`src/rtl/tff_counter_if.sv`:
```
// Control/status bundle for tff_counter.
// Master drives the controls; slave is the counter.
interface tff_counter_if #(
    parameter int WIDTH = 8
);
    logic             en;
    logic [1:0]       mode;
    logic [WIDTH-1:0] mod_val;
    logic             load;
    logic [WIDTH-1:0] load_val;
    logic [WIDTH-1:0] count;
    logic             tc;
    logic             q;
    logic             done;

    modport master (
        output en, mode, mod_val, load, load_val,
        input  count, tc, q, done
    );

    modport slave (
        input  en, mode, mod_val, load, load_val,
        output count, tc, q, done
    );
endinterface

```
`src/rtl/tff_counter.sv`:
```
// Toggle counter with up/down/modulo/one-shot modes, tc pulse and toggle q.
// Optional en-qualified prescaler enabled by TFF_COUNTER_PRESCALE_EN.
module tff_counter #(
    parameter int WIDTH   = 8,
    parameter int PRE_DIV = 4
) (
    input logic          clk,
    input logic          reset,
    tff_counter_if.slave ctr_io
);
    logic [WIDTH-1:0] count_q, count_d;
    logic             tc_q, tc_d;
    logic             q_q, q_d;
    logic             step;
    logic             wrap;

`ifdef TFF_COUNTER_PRESCALE_EN
    localparam int PW = (PRE_DIV > 1) ? $clog2(PRE_DIV) : 1;
    logic [PW-1:0] pre_q, pre_d;
    logic          pre_last;

    // PRE_DIV=1 keeps pre_q at 0, so every enabled edge steps
    assign pre_last = (pre_q == PW'(PRE_DIV - 1));
    assign step     = ctr_io.en & pre_last;

    always_comb begin
        pre_d = pre_q;
        if (ctr_io.load) begin
            pre_d = '0;
        end else if (ctr_io.en) begin
            pre_d = pre_last ? '0 : pre_q + PW'(1);
        end
    end

    always_ff @(posedge clk or posedge reset) begin
        if (reset) begin
            pre_q <= '0;
        end else begin
            pre_q <= pre_d;
        end
    end
`else
    assign step = ctr_io.en;
`endif

    always_comb begin
        count_d = count_q;
        wrap    = 1'b0;
        if (ctr_io.load) begin
            count_d = ctr_io.load_val;
        end else if (step) begin
            unique case (ctr_io.mode)
                2'b00: begin
                    count_d = count_q + WIDTH'(1);
                    wrap    = &count_q;
                end
                2'b01: begin
                    if (count_q >= ctr_io.mod_val) begin
                        count_d = '0;
                        wrap    = 1'b1;
                    end else begin
                        count_d = count_q + WIDTH'(1);
                    end
                end
                2'b10: begin
                    if (count_q == '0) begin
                        count_d = ctr_io.mod_val;
                        wrap    = 1'b1;
                    end else begin
                        count_d = count_q - WIDTH'(1);
                    end
                end
                2'b11: begin
                    // Zero is sticky until the next load
                    if (count_q > WIDTH'(1)) begin
                        count_d = count_q - WIDTH'(1);
                    end else if (count_q == WIDTH'(1)) begin
                        count_d = '0;
                        wrap    = 1'b1;
                    end
                end
                default: count_d = count_q;
            endcase
        end
        tc_d = wrap;
        q_d  = q_q ^ wrap;
    end

    always_ff @(posedge clk or posedge reset) begin
        if (reset) begin
            count_q <= '0;
            tc_q    <= 1'b0;
            q_q     <= 1'b0;
        end else begin
            count_q <= count_d;
            tc_q    <= tc_d;
            q_q     <= q_d;
        end
    end

    assign ctr_io.count = count_q;
    assign ctr_io.tc    = tc_q;
    assign ctr_io.q     = q_q;
    assign ctr_io.done  = (ctr_io.mode == 2'b11) && (count_q == '0);
endmodule

```
`src/flat_wrapper.sv`:
```
// flat-port wrapper written by rule: the top's interface ports become plain ports
module tff_counter_flat 
#(
    parameter int WIDTH   = 8,
    parameter int PRE_DIV = 4
)
  (clk, reset, ctr_io_en, ctr_io_mode, ctr_io_mod_val, ctr_io_load, ctr_io_load_val, ctr_io_count, ctr_io_tc, ctr_io_q, ctr_io_done);
  tff_counter_if #(.WIDTH(WIDTH)) ctr_io_i ();
  input logic clk;
  input logic reset;
  input wire logic [$bits(ctr_io_i.en)-1:0] ctr_io_en;
  input wire logic [$bits(ctr_io_i.mode)-1:0] ctr_io_mode;
  input wire logic [$bits(ctr_io_i.mod_val)-1:0] ctr_io_mod_val;
  input wire logic [$bits(ctr_io_i.load)-1:0] ctr_io_load;
  input wire logic [$bits(ctr_io_i.load_val)-1:0] ctr_io_load_val;
  output wire logic [$bits(ctr_io_i.count)-1:0] ctr_io_count;
  output wire logic [$bits(ctr_io_i.tc)-1:0] ctr_io_tc;
  output wire logic [$bits(ctr_io_i.q)-1:0] ctr_io_q;
  output wire logic [$bits(ctr_io_i.done)-1:0] ctr_io_done;
  assign ctr_io_i.en = ctr_io_en;
  assign ctr_io_i.mode = ctr_io_mode;
  assign ctr_io_i.mod_val = ctr_io_mod_val;
  assign ctr_io_i.load = ctr_io_load;
  assign ctr_io_i.load_val = ctr_io_load_val;
  assign ctr_io_count = ctr_io_i.count;
  assign ctr_io_tc = ctr_io_i.tc;
  assign ctr_io_q = ctr_io_i.q;
  assign ctr_io_done = ctr_io_i.done;
  tff_counter #(.WIDTH(WIDTH), .PRE_DIV(PRE_DIV)) u_core (.clk(clk), .reset(reset), .ctr_io(ctr_io_i));
endmodule
```
`config.mk`:
```
export PLATFORM = sky130hd
export DESIGN_NAME = tff_counter_flat
export DESIGN_NICKNAME = d
export VERILOG_FILES = /design/src/rtl/tff_counter_if.sv /design/src/rtl/tff_counter.sv /design/src/flat_wrapper.sv
export SDC_FILE = /design/constraint.sdc
export NUM_CORES = 1
export LEC_CHECK = 0
export CAP_MARGIN = 20
export CORE_ASPECT_RATIO = 0.8
export CORE_MARGIN = 3
export CORE_UTILIZATION = 40
export CTS_CLUSTER_SIZE = 16
export DETAILED_ROUTE_END_ITERATION = 7
export GPL_ROUTABILITY_DRIVEN = 0
export HOLD_SLACK_MARGIN = 0.12
export PLACE_DENSITY_LB_ADDON = 0.08
export SYNTH_ARGS = -nofsm -noshare
export SYNTH_HDL_FRONTEND = slang
export SYNTH_SLANG_ARGS = --single-unit
export TNS_END_PERCENT = 20
```
`constraint.sdc`:
```
create_clock -name clk -period 4.6 [get_ports clk]
set_clock_uncertainty 0.15 [all_clocks]
set_input_delay 1.38 -clock clk [delete_from_list [all_inputs] [get_ports clk]]
set_output_delay 1.38 -clock clk [all_outputs]
set_load 0.03 [all_outputs]
```
== Word level (Yosys, flattened, before mapping) ==
Index checks and enable logic that the tools add are counted.

* Register bits: 10
* Bits of input ports: 22
* Output and inout bits: 11
* Word-level logic and storage cells: 33

* Add/subtract/negate cells: 2
* $lt $le $gt $ge: 2
* Eq/ne operators: 5
* Muxes and demuxes: 14
* Bitwise gates (word level): 1
* Reductions and logical operators: 6

{| class="wikitable"
|+ Operators with widths
! operator !! number
|-
| 2-to-1 mux 8 bit || 6
|-
| one-hot mux 8 bit (4 select lines) || 1
|-
| adder 8 x 1 -> 8 bit, second input constant || 1
|-
| equality test 8 x 1 -> 1 bit, second input constant || 1
|-
| >= comparator 8 bit || 1
|-
| greater-than comparator 8 x 1 -> 1 bit, second input constant || 1
|-
| zero test 8 bit || 1
|-
| AND reduction 8 bit || 1
|-
| subtractor 8 x 1 -> 8 bit, second input constant || 1
|-
| 2-to-1 mux 1 bit || 6
|-
| equality test 2 bit, second input constant || 2
|-
| != test 4 x 2 -> 1 bit, second input constant || 1
|-
| one-hot mux 1 bit (4 select lines) || 1
|-
| equality test 2 x 1 -> 1 bit, second input constant || 1
|-
| zero test 2 bit || 1
|-
| AND reduction 2 bit || 1
|-
| nonzero test 2 bit || 1
|-
| logical AND 1 bit || 1
|-
| bitwise XOR 1 bit || 1
|}

== Logic depth before layout (Yosys ltp) ==
* Depth after elaboration: 7
* Mapped depth: 9
* Depth with buffers taken out: 8

== Worst setup path before layout ==
OpenSTA, ideal clock, no wires.

* Path type: in2out
* Start: input port ctr_io_mode[0]
* End: output port ctr_io_done
* Data arrival time: 2.506 ns
* Data required time: 3.070 ns
* Setup slack: 0.564 ns
* Cell stages on the path: 3
* Buffers on the path: 0
* Path through: or3b_2 > or2_4 > nor2_1

* Longest elaborated chain between the ends: 2

{| class="wikitable"
|+ Ends and longest elaborated chain
! element !! line !! RTL
|-
| from (decl) || flat_wrapper.sv:12 || <nowiki>input wire logic [$bits(ctr_io_i.mode)-1:0] ctr_io_mode;</nowiki>
|-
| equality test 2 bit || tff_counter.sv:104 || <nowiki>assign ctr_io.done = (ctr_io.mode == 2'b11) && (count_q == '0);</nowiki>
|-
| logical AND 1 bit || tff_counter.sv:104 ||
|-
| to (decl) || flat_wrapper.sv:19 || <nowiki>output wire logic [$bits(ctr_io_i.done)-1:0] ctr_io_done;</nowiki>
|}

No other way between the ends.

== Worst setup path after layout ==
Same ends and word-level chain as after synthesis.

==> reports/qor.yml <==
synthesis:
  synth_ff_type: "dfrtp_1"
  synthMuxAreaShare: 0.01635
  syn_nets: 196
  synthSimpleGateAreaFrac: 0.2346
  synth-compound-area-share: 0.2875
  yosys_warnings: 0
  synth_fa_ha_area_frac: 0.1154
  ys_seq_elements: 10
  yosys.area.top_type: "dfrtp_1"
  synth_edf_count: 0
  synth_seq_area_share: 0.1923
  yosys.cell_types.count: 54
  synthCells: 162
  synth_top_area_share: 0.1923
  ys_async_sr_fraction: 1.000
  synth-xor-area-share: 0.04038
  synthTopCellsByArea: "dfrtp_1 (19%), ha_1 (12%), a21oi_1 (6.2%)"
  synth_top_family_by_area: "compound AO/OA/AOI/OAI gates"
  syn-cell-area_um2: 1301
  syn_avg_cell_area_um2: 8.032
sta:
  fmax_mhz: 226.7
  period_needed_ns: 4.411
  finalCritPeriodShare: 0.9589
  slew_violations: 0
  rsz0062_at_grt: "false"
  layout_setup_ws_ns: 0.1889
  max_slew.worst_pin.slew_ns: 0.6865
  relSlewSlack: 0.5381
  finalHoldViolCount: 0
  finalSetupTns_ns: 0
  setup_viol_count_final: 0
placement:
  dp_hpwl_um: 2832
  dp_slack_ns: 0.1885
  portBuffers: 32
detailed_routing:
  wl_per_cell_um: 16.03
  drt_pass1_iterations: 5
  drc_errors: 0
  drt-total-wl_um: 3704
  avgViaCountPerCell: 5.823
  antenna_left: 0
  dr_total_vias: 1345
  drt-initial-drc-count: 112
critical_path:
  start_kind: "input pin"
  cp.arrival_ns: 2.88
  ff2ff_path_depth: 9
  crit_path_end_kind: "output port"
  cpPeakStageDelay_ns: 0.49
  reg2reg_slack_ns: 1.79
  crit_type: "input pin to output port"
  required_ns: 3.07
  critPathSlowestCell: "clkdlybuf4s50_1"
  crit_chain: "clkdlybuf4s50_1 > or3b_2 > or2_4 > nor2_1 > buf_4"
  cp_max_fo: 4
  r2r_start: "u_core.ctr_io.count[0]"
  reg2reg_to: "u_core.ctr_io.count[2]"
worst_hold_path:
  hold_end: "u_core.ctr_io.q"
  whs_path_depth: 1
  hp-class: "register to register"
  min_from: "u_core.ctr_io.q"
pwr:
  p_per_area_nw_per_um2: 281.2
  leakagePower_nw: 0.7205
  max-vdd-ir-drop_uv: 131.0
die:
  design.portCount: 33
  die_h_um: 57.02
  die-area_um2: 3978
  die_w_um: 69.77
  core_um2: 2935
  start_util: 0.4433
  row_count: 17
cells_and_area:
  layout-drive-gt1-share: 0.1295
  syn_to_final_growth_pct: 28.17
  utilization: 0.5682
  n_antenna_cell: 0
  fin_nets: 228
outcome:
  outcome: "completed"
clock_tree:
  tritoncts: "yes"
  htree_levels: 1
  path_clk_slew_ns: 0.05
  clkLatencyLatePin_ns: 0.24
  cts_inserted_buffers: 3
  cts_resized: 0
  cts_setup_buffers: 0
  cts.sinks: 10
  cts_hold_buf: 0
  cts_root_buf: "clkbuf_8"
  cts_buffer_depth: 2
grt:
  track_usage: 0.1947
  antenna_found_initial: 0
  overflow: 0
  grt_max_degree: 14
  grt_pass1_wl_um: 6230
  grt_pass1_vias: 1277
run:
  maxCapViolations: 0
==> kinds of logic (layout without fill, tap and decap cells) <==
kind of cell,after synthesis,count (layout)
XOR/XNOR,6,6
adder cells (fa/ha/maj),12,12
flip-flops,10,10
buffers and inverters,24,55
AND/OR/NAND/NOR,57,57
AO/OA/AOI/OAI,51,51
multiplexers,2,2
==> per-stage QoR <==
stage	hold slack, ns	total power, mW	instances	instance area, µm²
3_3_place_gp	0.3071	0.3467	227	1613
2_1_floorplan	0.4986	0.2795	162	1301
6_report	0.3190	0.4690	231	1668
3_5_place_dp	0.3152	0.3508	227	1613
4_1_cts	0.3219	0.4659	231	1668
5_1_grt	0.3376	0.4984	231	1668
==> cells in the final DEF (no fill, tap or decap), types with 5 or more instances in the layout <==
| master | count |
|---|---|
| dfrtp_1 | 10 |
| nor2_1 | 16 |
| clkdlybuf4s50_1 | 31 |
| nand2_1 | 12 |
| o21ai_0 | 5 |
| a21oi_1 | 16 |
| buf_4 | 7 |
| inv_1 | 13 |
| and3_1 | 6 |
| ha_1 | 12 |
==> area by class of cell <==
class                           instances  area (µm²)
Timing Repair Buffer                   38       362.8
Fill cell                             252        1267
Multi-Input combinational cell        128       903.4
Clock buffer                            4       55.05
Tap cell                               38       47.55
Sequential cell                        10       250.2
Inverter                               13       48.80
==> worst max path at each step <==
| stage | end | cells after the start | slack (ns) | startpoint |
|---|---|---|---|---|
| after CTS | ctr_io_done | 5 | 0.18 | ctr_io_mode[0] |
| after global placement | ctr_io_done | 5 | 0.24 | ctr_io_mode[0] |
| after floorplan | ctr_io_done | 3 | 0.56 | ctr_io_mode[0] |
| final | ctr_io_done | 5 | 0.19 | ctr_io_mode[0] |
| after global routing | ctr_io_done | 5 | 0.13 | ctr_io_mode[0] |
| after detailed placement | ctr_io_done | 5 | 0.19 | ctr_io_mode[0] |
==> state kept, by name, indices dropped and copies added, names as in the netlist <==
register	flops
u_core.ctr_io.q	1
u_core.ctr_io.tc	1
u_core.ctr_io.count	8
==> power by group <==
part	leakage, nW	switching (mW)	internal (mW)
Clock	0.0288	0.0416	0.0758
Combinational	0.570	0.113	0.102
Sequential	0.122	0.0339	0.103
==> critical path: cells and delay by family <==
kind,cells,cell delay [ns]
buf+inv,2,0.65
simple gates,3,0.85
==> layer usage <==
layer  GRT usage  part of all wire
met1      0.2762              0.46
met2      0.3015              0.45
met3     0.03873             0.069
met4     0.05464             0.015
met5           0                 0
==> cell usage after synthesis, drive strengths merged, types with 2 or more instances <==
cell type / instances
o31ai: 4
nand3: 4
xor2: 4
a21o: 2
xnor2: 2
dfrtp: 10
nor3b: 3
inv: 13
nand2: 12
nor3: 2
a31oi: 2
a211o: 2
o32ai: 2
and2b: 2
ha: 12
and3: 7
buf: 5
a2111oi: 2
nand2b: 2
a21oi: 17
nor2: 16
o21ai: 5
clkbuf: 6
a211oi: 3
(Power assumes the default switching activity.)
